**src/rtl/mmio_timer_port_if.sv**
```systemverilog
// mmio_timer_port_if
//   Processor data-memory bus as seen by one memory-mapped peripheral.
//   addr  : 16-bit data-memory address (master -> slave)
//   wdata : 16-bit write data          (master -> slave)
//   write : write enable, taken at the rising clock edge (master -> slave)
//   read  : read enable                (master -> slave)
//   rdata : 16-bit combinational read data; 0 when not selected (slave -> master)
//   hit   : peripheral claims the access, so the data memory stays quiet (slave -> master)
interface mmio_timer_port_if;
  logic [15:0] addr;
  logic [15:0] wdata;
  logic        write;
  logic        read;
  logic [15:0] rdata;
  logic        hit;

  modport master (
    output addr, wdata, write, read,
    input  rdata, hit
  );

  modport slave (
    input  addr, wdata, write, read,
    output rdata, hit
  );
endinterface

```
**src/rtl/mmio_timer_port.sv**
```systemverilog
// mmio_timer_port
//   Four-word memory-mapped peripheral: a hex digit driving a 7-segment
//   display, two debounced switches, and a prescaled down-counting timer
//   with a sticky done flag.
//
//   Register window (addr[15:2] == BASE[15:2]):
//     offset 0 DIGIT  : R/W, low nibble drives the display
//     offset 1 SWITCH : RO,  {14'b0, sw1_db, sw0_db}
//     offset 2 COUNT  : R/W, write loads and (re)starts the timer
//     offset 3 STATUS : R,   {14'b0, running, done}; any write clears done
//
//   Ports:
//     clock   : sole clock, rising edge
//     reset   : asynchronous, active-high
//     bus     : processor bus (slave side), see mmio_timer_port_if
//     sw0,sw1 : raw asynchronous switch inputs
//     display : active-low segments {g,f,e,d,c,b,a}
//     done    : sticky timer-expired flag
module mmio_timer_port #(
  parameter logic [15:0] BASE     = 16'hFFF0,
  parameter int          DEBOUNCE = 4,
  parameter int          PRESCALE = 4
) (
  input  logic                  clock,
  input  logic                  reset,
  mmio_timer_port_if.slave      bus,
  input  logic                  sw0,
  input  logic                  sw1,
  output logic [6:0]            display,
  output logic                  done
);

  localparam logic [7:0] DB_TARGET     = 8'(DEBOUNCE);
  localparam logic [7:0] PRESCALE_LAST = 8'(PRESCALE - 1);

  localparam logic [1:0] OFF_DIGIT  = 2'd0;
  localparam logic [1:0] OFF_SWITCH = 2'd1;
  localparam logic [1:0] OFF_COUNT  = 2'd2;
  localparam logic [1:0] OFF_STATUS = 2'd3;

  // ------------------------------------------------------------------
  // Address decode
  // ------------------------------------------------------------------
  logic       in_window;
  logic [1:0] offset;
  logic       wr_digit;
  logic       wr_count;
  logic       wr_status;

  assign in_window = (bus.addr[15:2] == BASE[15:2]);
  assign offset    = bus.addr[1:0];
  assign bus.hit   = (bus.read | bus.write) & in_window;
  assign wr_digit  = bus.write & in_window & (offset == OFF_DIGIT);
  assign wr_count  = bus.write & in_window & (offset == OFF_COUNT);
  assign wr_status = bus.write & in_window & (offset == OFF_STATUS);

  // ------------------------------------------------------------------
  // Digit register and 7-segment decode
  // ------------------------------------------------------------------
  logic [3:0] digit_reg;
  logic [6:0] display_reg;

  function automatic logic [6:0] seg_decode(input logic [3:0] d);
    logic [6:0] s;
    case (d)
      4'h0: s = 7'b1000000;
      4'h1: s = 7'b1111001;
      4'h2: s = 7'b0100100;
      4'h3: s = 7'b0110000;
      4'h4: s = 7'b0011001;
      4'h5: s = 7'b0010010;
      4'h6: s = 7'b0000010;
      4'h7: s = 7'b1111000;
      4'h8: s = 7'b0000000;
      4'h9: s = 7'b0010000;
      4'hA: s = 7'b0001000;
      4'hB: s = 7'b0000011;
      4'hC: s = 7'b1000110;
      4'hD: s = 7'b0100001;
      4'hE: s = 7'b0000110;
      default: s = 7'b0001110;
    endcase
    return s;
  endfunction

  always_ff @(posedge clock or posedge reset) begin
    if (reset) begin
      digit_reg <= 4'h0;
    end else if (wr_digit) begin
      digit_reg <= bus.wdata[3:0];
    end
  end

  // Decoded from the stored digit only, so the display lags a write by one
  // edge but never glitches on bus activity.
  always_ff @(posedge clock or posedge reset) begin
    if (reset) begin
      display_reg <= 7'b1000000;
    end else begin
      display_reg <= seg_decode(digit_reg);
    end
  end

  assign display = display_reg;

  // ------------------------------------------------------------------
  // Switch synchronizers and debouncers, one lane per switch
  // ------------------------------------------------------------------
  logic [1:0] sw_raw;
  logic [1:0] sw_db;

  assign sw_raw = {sw1, sw0};

  genvar gi;
  generate
    for (gi = 0; gi < 2; gi++) begin : g_sw
      logic       sync1_reg;
      logic       sync2_reg;
      logic       db_reg;
      logic [7:0] cnt_reg;
      logic [7:0] cnt_inc;

      assign cnt_inc = cnt_reg + 8'd1;

      always_ff @(posedge clock or posedge reset) begin
        if (reset) begin
          sync1_reg <= 1'b0;
          sync2_reg <= 1'b0;
          db_reg    <= 1'b0;
          cnt_reg   <= 8'd0;
        end else begin
          sync1_reg <= sw_raw[gi];
          sync2_reg <= sync1_reg;
          // Count consecutive samples that disagree with the accepted level;
          // a single agreeing sample throws the partial count away.
          if (sync2_reg != db_reg) begin
            if (cnt_inc == DB_TARGET) begin
              db_reg  <= sync2_reg;
              cnt_reg <= 8'd0;
            end else begin
              cnt_reg <= cnt_inc;
            end
          end else begin
            cnt_reg <= 8'd0;
          end
        end
      end

      assign sw_db[gi] = db_reg;
    end
  endgenerate

  // ------------------------------------------------------------------
  // Prescaled down-counter
  // ------------------------------------------------------------------
  logic [15:0] count_reg;
  logic [15:0] count_next;
  logic [7:0]  presc_reg;
  logic [7:0]  presc_next;
  logic        done_reg;
  logic        done_next;
  logic        set_done;
  logic        running;

  assign running = (count_reg != 16'd0);

  // A COUNT write overrides whatever the timer would have done this edge,
  // including the final 1->0 step, so a reload at that instant sets no done.
  always_comb begin
    count_next = count_reg;
    presc_next = presc_reg;
    set_done   = 1'b0;
    if (wr_count) begin
      count_next = bus.wdata;
      presc_next = 8'd0;
    end else if (running) begin
      if (presc_reg == PRESCALE_LAST) begin
        presc_next = 8'd0;
        count_next = count_reg - 16'd1;
        set_done   = (count_reg == 16'd1);
      end else begin
        presc_next = presc_reg + 8'd1;
      end
    end
  end

  // Setting beats a same-edge STATUS clear so an expiry is never lost.
  always_comb begin
    done_next = done_reg;
    if (set_done) begin
      done_next = 1'b1;
    end else if (wr_status) begin
      done_next = 1'b0;
    end
  end

  always_ff @(posedge clock or posedge reset) begin
    if (reset) begin
      count_reg <= 16'd0;
      presc_reg <= 8'd0;
      done_reg  <= 1'b0;
    end else begin
      count_reg <= count_next;
      presc_reg <= presc_next;
      done_reg  <= done_next;
    end
  end

  assign done = done_reg;

  // ------------------------------------------------------------------
  // Read mux: purely combinational from current state, so a same-cycle
  // write is seen only after the edge.
  // ------------------------------------------------------------------
  logic [15:0] rdata_mux;

  always_comb begin
    rdata_mux = 16'h0000;
    if (bus.read && in_window) begin
      case (offset)
        OFF_DIGIT:  rdata_mux = {12'h000, digit_reg};
        OFF_SWITCH: rdata_mux = {14'b0, sw_db};
        OFF_COUNT:  rdata_mux = count_reg;
        OFF_STATUS: rdata_mux = {14'b0, running, done_reg};
        default:    rdata_mux = 16'h0000;
      endcase
    end
  end

  assign bus.rdata = rdata_mux;

endmodule

```
**src/flat_wrapper.sv**
```systemverilog
// flat-port wrapper written by rule: the top's interface ports become plain ports
module mmio_timer_port_flat 
#(
  parameter logic [15:0] BASE     = 16'hFFF0,
  parameter int          DEBOUNCE = 4,
  parameter int          PRESCALE = 4
)
  (clock, reset, sw0, sw1, display, done, bus_addr, bus_wdata, bus_write, bus_read, bus_rdata, bus_hit);
  mmio_timer_port_if bus_i ();
  input  logic clock;
  input  logic reset;
  input  logic sw0;
  input  logic sw1;
  output logic [6:0] display;
  output logic done;
  input wire logic [$bits(bus_i.addr)-1:0] bus_addr;
  input wire logic [$bits(bus_i.wdata)-1:0] bus_wdata;
  input wire logic [$bits(bus_i.write)-1:0] bus_write;
  input wire logic [$bits(bus_i.read)-1:0] bus_read;
  output wire logic [$bits(bus_i.rdata)-1:0] bus_rdata;
  output wire logic [$bits(bus_i.hit)-1:0] bus_hit;
  assign bus_i.addr = bus_addr;
  assign bus_i.wdata = bus_wdata;
  assign bus_i.write = bus_write;
  assign bus_i.read = bus_read;
  assign bus_rdata = bus_i.rdata;
  assign bus_hit = bus_i.hit;
  mmio_timer_port #(.BASE(BASE), .DEBOUNCE(DEBOUNCE), .PRESCALE(PRESCALE)) u_core (.clock(clock), .reset(reset), .bus(bus_i), .sw0(sw0), .sw1(sw1), .display(display), .done(done));
endmodule
```
**config.mk**
```make
export PLATFORM = sky130hd
export DESIGN_NAME = mmio_timer_port_flat
export DESIGN_NICKNAME = d
export VERILOG_FILES = /design/src/rtl/mmio_timer_port_if.sv /design/src/rtl/mmio_timer_port.sv /design/src/flat_wrapper.sv
export SDC_FILE = /design/constraint.sdc
export NUM_CORES = 1
export LEC_CHECK = 0
export BUFFER_PORTS_ARGS = -buffer_cell sky130_fd_sc_hd__buf_2
export CORE_MARGIN = 4
export CORE_UTILIZATION = 35
export DETAILED_ROUTE_END_ITERATION = 10
export MAX_ROUTING_LAYER = met4
export SETUP_SLACK_MARGIN = 0.4
export SYNTH_ARGS = -nofsm -noshare
export SYNTH_HDL_FRONTEND = slang
export SYNTH_SLANG_ARGS = --single-unit
export TNS_END_PERCENT = 50
```
**constraint.sdc**
```tcl
create_clock -name clock -period 2.1 [get_ports clock]
set_input_delay 0 -clock clock [delete_from_list [all_inputs] [get_ports clock]]
set_output_delay 0 -clock clock [all_outputs]
set_load 0.1 [all_outputs]
```
After elaboration in Yosys (flattened, before gate mapping)
Memories as Yosys holds them, arrays and structs flattened. A register that Yosys moved wholly into a read port is not among the register bits. Index checks and enable logic that the tools add are counted.

Bits in registers: 51. Bits in read-only memories: 112. Bits of input ports: 38. Word-level logic and storage cells: 59. Memories kept: 1.

Memory list: (name not given) (words 16, width 7, rd ports 1, clocked after memory_dff 1, wr ports 0, RTL line mmio_timer_port.sv:65) `case (d)`.

Add/sub/neg operators: 4. Eq/ne operators: 10. Multiplexer cells: 17. Bitwise gates (word level): 6. Reduce and logical (&&, ||, !) cells: 9.

Operator list (count): $mux 16 (4); $pmux 16 s4 (1); $mux 8 (7); $add 8x1->8 const B (3); $eq 16x1->1 const B (1); $eq 8x3->1 const B (2); $reduce_bool 16->1 (1); $sub 16x1->16 const B (1); $eq 14x14->1 const B (1); $eq 8x2->1 const B (1); $reduce_and 2->1 (3); $reduce_bool 2->1 (3); $and 1x1->1 (5); $mux 1 (5); $eq 2x2->1 const B (2); $eq 2x1->1 const B (1); $logic_not 2->1 (1); $ne 1x1->1 (2); $logic_and 1x1->1 (1); $or 1x1->1 (1).

Longest topological paths before layout
Depth in word-level cells: 5. Gate-level depth with buffers: 8. Mapped depth without buffers: 7.

Least setup slack after synthesis
No wires, ideal clock.

Path type: reg-to-output. Start: register u_core.digit_reg[2]. End: output port bus_rdata[2]. Arrival time: 2.810 ns. Path slack: -0.710 ns. Cell stages (with the launch flop): 4. Buffers on the path: 1. Path through: dfrtp_1 > clkbuf_1 > mux2i_1 > nor3_1.

Longest elaborated chain between the ends: 2.

RTL lines: start, declared (RTL line mmio_timer_port.sv:60) `logic [3:0] digit_reg;`; start signal, assigned (RTL line mmio_timer_port.sv:90) `digit_reg <= bus.wdata[3:0];`; $pmux 16 s4 (RTL line mmio_timer_port.sv:220) `case (offset)`; $mux 16 (RTL line mmio_timer_port.sv:219) `if (bus.read && in_window) begin`; end, declared (RTL line flat_wrapper.sv:20) `output wire logic [$bits(bus_i.rdata)-1:0] bus_rdata;`.

Every way passes these cells.

Worst setup path in the final report
Start: register u_core.count_reg[0]. End: output port bus_rdata[1].

Longest elaborated chain between the ends: 3.

RTL lines: start, declared (RTL line mmio_timer_port.sv:156) `logic [15:0] count_reg;`; start signal, assigned (RTL line mmio_timer_port.sv:203) `count_reg <= count_next;`; $reduce_bool 16->1 (RTL line mmio_timer_port.sv:165) `assign running = (count_reg != 16'd0);`; $pmux 16 s4 (RTL line mmio_timer_port.sv:220); $mux 16 (RTL line mmio_timer_port.sv:219).

Every way passes these cells.

==> run_summary.xml <==
<?xml version="1.0" encoding="UTF-8"?>
<metrics>
  <group name="critical_path">
    <metric name="worst_ep_required_time" unit="ns">2.10</metric>
    <metric name="critical_path.endpoint_type" unit="">primary output</metric>
    <metric name="worstPathBufferInverterCount" unit="">2</metric>
    <metric name="path_cells" unit="">inv_2 -&gt; ha_4 -&gt; nor3b_2 -&gt; nand4_1 -&gt; mux4_2 -&gt; nor2b_4 -&gt; buf_12</metric>
    <metric name="cp_data_arrival_time" unit="ns">2.17</metric>
    <metric name="crit_path_top_delay_cell" unit="">mux4_2</metric>
    <metric name="start_kind" unit="">register</metric>
    <metric name="r2r-start" unit="">u_core.count_reg[0]</metric>
    <metric name="worstRegToRegCells" unit="">9</metric>
    <metric name="rr_endpoint" unit="">u_core.count_reg[13]</metric>
    <metric name="setup.worst_path.class" unit="">register to primary output</metric>
    <metric name="ff2ff_setup_slack" unit="ns">0.25</metric>
    <metric name="critical-path-max-stage-delay" unit="ns">0.52</metric>
    <metric name="kind_of_cell_with_the_highest_combined_delay_on_the_critical_path" unit="">multiplexers</metric>
    <metric name="crit_fanout" unit="">2</metric>
  </group>
  <group name="clock_tree">
    <metric name="cts_tree" unit="">done</metric>
    <metric name="numCtsBuffers" unit="">9</metric>
    <metric name="cts_num_sinks" unit="">58</metric>
    <metric name="clock-root-buffer" unit="">clkbuf_8</metric>
    <metric name="clock_insertion_delay_worst_skew" unit="ns">0.33</metric>
    <metric name="clockBufferDepth" unit="">2</metric>
    <metric name="cts_max_level" unit="">3</metric>
    <metric name="clkSlewWorstSetupHoldPaths" unit="ns">0.07</metric>
  </group>
  <group name="drt">
    <metric name="drt-pass1-iter-count" unit="">4</metric>
    <metric name="remaining_drc_errors" unit="">0</metric>
    <metric name="dr.first_iter.drc_count" unit="">149</metric>
    <metric name="dr_total_vias" unit="">2907</metric>
    <metric name="wl_per_cell" unit="µm">14.9</metric>
    <metric name="route.final.wire_length" unit="µm">8410</metric>
    <metric name="route.detailed.vias_per_inst" unit="">5.14</metric>
    <metric name="final_antenna_net_count" unit="">0</metric>
  </group>
  <group name="synthesis">
    <metric name="synthesis.instances" unit="">328</metric>
    <metric name="count_of_synthesis_stage_warnings_from_yosys" unit="">0</metric>
    <metric name="syn_nets" unit="">380</metric>
    <metric name="synth.ff_latch_count" unit="">58</metric>
    <metric name="synth.area.top_cells" unit="">dfrtp_1 (43%), xor2_1 (5.6%), ha_1 (5.3%), nor2_1 (4.9%), a21oi_1 (3.8%)</metric>
    <metric name="synth_top_flop_cell" unit="">dfrtp_1</metric>
    <metric name="netlist_top_cells_count" unit="">dfrtp_1 (57), nor2_1 (43), a21oi_1 (25), xor2_1 (21), nand4_1 (19)</metric>
    <metric name="synth-edff-count" unit="">0</metric>
    <metric name="synth_top_cell_by_area" unit="">dfrtp_1</metric>
    <metric name="sequential_to_total_area_share_from_yosys_stat" unit="%">44.2</metric>
    <metric name="ys_async_sr_fraction" unit="%">100</metric>
    <metric name="avgSynthCellArea" unit="µm²">10.0</metric>
    <metric name="post-synth-top-count-cell" unit="">dfrtp_1</metric>
    <metric name="netlist_area" unit="µm²">3290</metric>
    <metric name="synthDominantCellAreaShare" unit="%">43.4</metric>
    <metric name="yosysUniqueCellTypes" unit="">45</metric>
  </group>
  <group name="timing">
    <metric name="slew_headroom" unit="%">50.2</metric>
    <metric name="timing.final.crit_share" unit="%">103</metric>
    <metric name="tns" unit="ns">-0.0651</metric>
    <metric name="clock_skew" unit="ns">0.00756</metric>
    <metric name="timing_hold_violations_final" unit="">0</metric>
    <metric name="slew_viol_final" unit="">0</metric>
    <metric name="finalWorstPathRequiredPeriod" unit="ns">2.17</metric>
    <metric name="tightestPinTransition" unit="ns">0.741</metric>
    <metric name="setup-violations-final" unit="">1</metric>
    <metric name="grt_setup_unrepaired" unit="">true</metric>
    <metric name="max_freq" unit="GHz">0.462</metric>
    <metric name="layout_setup_ws" unit="ns">-0.0651</metric>
  </group>
  <group name="die">
    <metric name="boundaryPins" unit="">63</metric>
    <metric name="floorplan.die.width" unit="µm">105</metric>
    <metric name="core_area" unit="µm²">9200</metric>
    <metric name="chipHeight" unit="µm">105</metric>
    <metric name="std_cell_rows" unit="">35</metric>
    <metric name="area_of_the_die" unit="µm²">11000</metric>
    <metric name="floorplan.initialDensity" unit="%">35.8</metric>
  </group>
  <group name="finish">
    <metric name="num-nets-final" unit="">502</metric>
    <metric name="final_core_utilization" unit="%">53.7</metric>
    <metric name="post_route_cells_drive_above_1_share" unit="%">41.3</metric>
    <metric name="layout-area-overhead-vs-synth" unit="%">50.1</metric>
    <metric name="final-instance-count-excl-fill" unit="">566</metric>
    <metric name="n_antenna_cell" unit="">0</metric>
  </group>
  <group name="global_routing">
    <metric name="grt_first_pass_wirelength" unit="µm">13600</metric>
    <metric name="grt_start_max_net_pins" unit="">59</metric>
    <metric name="grt.overflow.total" unit="">0</metric>
    <metric name="grt_pass1_vias" unit="">2824</metric>
    <metric name="antenna_found_initial" unit="">0</metric>
    <metric name="grtUsageTotal" unit="%">15.4</metric>
  </group>
  <group name="placed_design">
    <metric name="dp_slack" unit="ns">0.108</metric>
    <metric name="placed_cells" unit="">501</metric>
    <metric name="detailed_place_hpwl" unit="µm">5360</metric>
    <metric name="last_weighted_congestion_value_of_the_routability_driven_placer" unit="">0.803</metric>
    <metric name="port-buffer-count" unit="">62</metric>
  </group>
  <group name="pwr">
    <metric name="power.ir.vdd_worst" unit="mV">0.281</metric>
    <metric name="swShare" unit="%">30.2</metric>
    <metric name="static-leakage-power" unit="nW">2.13</metric>
    <metric name="seq_power_share" unit="%">46.1</metric>
    <metric name="share_comb_of_total_power" unit="%">23.7</metric>
    <metric name="cellPowerDensity" unit="nW/µm²">589</metric>
    <metric name="switching_power" unit="mW">0.879</metric>
    <metric name="cellInternalPower" unit="mW">2.03</metric>
    <metric name="share_clk_of_total_power" unit="%">30.2</metric>
  </group>
  <group name="hold_path">
    <metric name="min_path_cells" unit="">2</metric>
    <metric name="hold_path.class" unit="">input port to register</metric>
    <metric name="min-delay-start" unit="">bus_addr[0]</metric>
    <metric name="hold_end" unit="">u_core.done</metric>
  </group>
  <group name="job">
    <metric name="maxCapViolations" unit="">0</metric>
  </group>
  <group name="run_status">
    <metric name="status" unit="">finished, violations left</metric>
    <metric name="failed_checks" unit="">negative setup slack</metric>
  </group>
</metrics>
[layout by cell type, fill, tap and decap left out, types with 3 or more instances in the layout]
cell	n
buf_2	46
dfrtp_1	44
nor2_1	42
buf_4	34
a21oi_1	24
xor2_1	20
dlygate4sd3_1	20
nand4_1	19
nand2_1	18
buf_12	16
dfrtp_2	13
nand3_1	9
and2_4	9
ha_1	9
clkbuf_8	9
xnor2_1	7
nor3_1	7
nor4_4	6
mux2i_1	6
o21ai_0	6
ha_4	5
and3_1	4
mux2_2	4
nor2b_1	4
buf_6	4
and4_4	3
nor3b_2	3
a31oi_1	3
inv_2	3
clkinvlp_4	3
[metal layers]
metal  part of all wire [%]  global-route usage, %
met5                      0                      -
met4                    1.5                   4.22
met3                    3.2                   3.40
met2                     51                   24.8
met1                     44                   19.6
[power by group through the flow]
stage / sequential, mW / combinational (mW) / clock (mW)
floorplan: 1.34 / 0.260 / 0
CTS: 1.33 / 0.623 / 0.897
detailed placement: 1.35 / 0.411 / 0
global placement: 1.34 / 0.406 / 0
finish: 1.34 / 0.689 / 0.877
global route: 1.36 / 0.755 / 0.952
[how the worst max path moves through the flow]
stage	from	end	cells past startpoint
global placement	u_core.count_reg[0]	bus_rdata[1]	7
finish	u_core.count_reg[0]	bus_rdata[1]	7
global route	u_core.count_reg[1]	bus_rdata[1]	7
detailed placement	u_core.count_reg[0]	bus_rdata[1]	7
CTS	u_core.count_reg[10]	bus_rdata[1]	5
floorplan	bus_addr[2]	bus_rdata[14]	6
[logic make-up after synthesis]
family          share of synthesized area (%)
xor+xnor                                 8.26
mux                                      5.25
compound gates                           6.05
buf+inv                                  2.36
flops                                    44.2
simple gates                             28.6
fa+ha+maj                                5.33
[worst reg2reg max path: cells and delay by family (launching register included)]
kind / cells / cell delay (ns)
simple gates: 3 / 0.47
xor+xnor: 1 / 0.18
buf+inv: 3 / 0.43
flops: 1 / 0.40
fa+ha+maj: 1 / 0.14
compound gates: 1 / 0.10
[stage by stage]
step | hold slack, ns | power (mW) | area (µm²)
floorplan | 0.0314 | 1.60 | 3330
global placement | 0.0811 | 1.75 | 4010
detailed placement | 0.0829 | 1.76 | 4010
CTS | 0.0784 | 2.85 | 4710
global route | 0.0968 | 3.06 | 4940
finish | 0.0806 | 2.91 | 4940
[cell type report]
cell class | instances | area [µm²]
clock inverter | 5 | 32.5
sequential | 58 | 1470
clock buffer | 11 | 131
timing repair buffer | 124 | 1120
inverter | 5 | 18.8
fill | 817 | 4260
multi-input combinational | 252 | 2020
tap | 111 | 139
[repair_timing]
| action | CTS | global route |
|---|---|---|
| gates cloned | 0 | 2 |
| gates resized for setup | 41 | 37 |
| endpoints found under the setup margin | 27 | 44 |
| pin swaps | 20 | 22 |
| endpoints found under the hold margin | 81 | 0 |
| hold buffers | 20 | 0 |
| setup buffers | 19 | 8 |
Note: power is estimated with default switching activity, not from simulation.
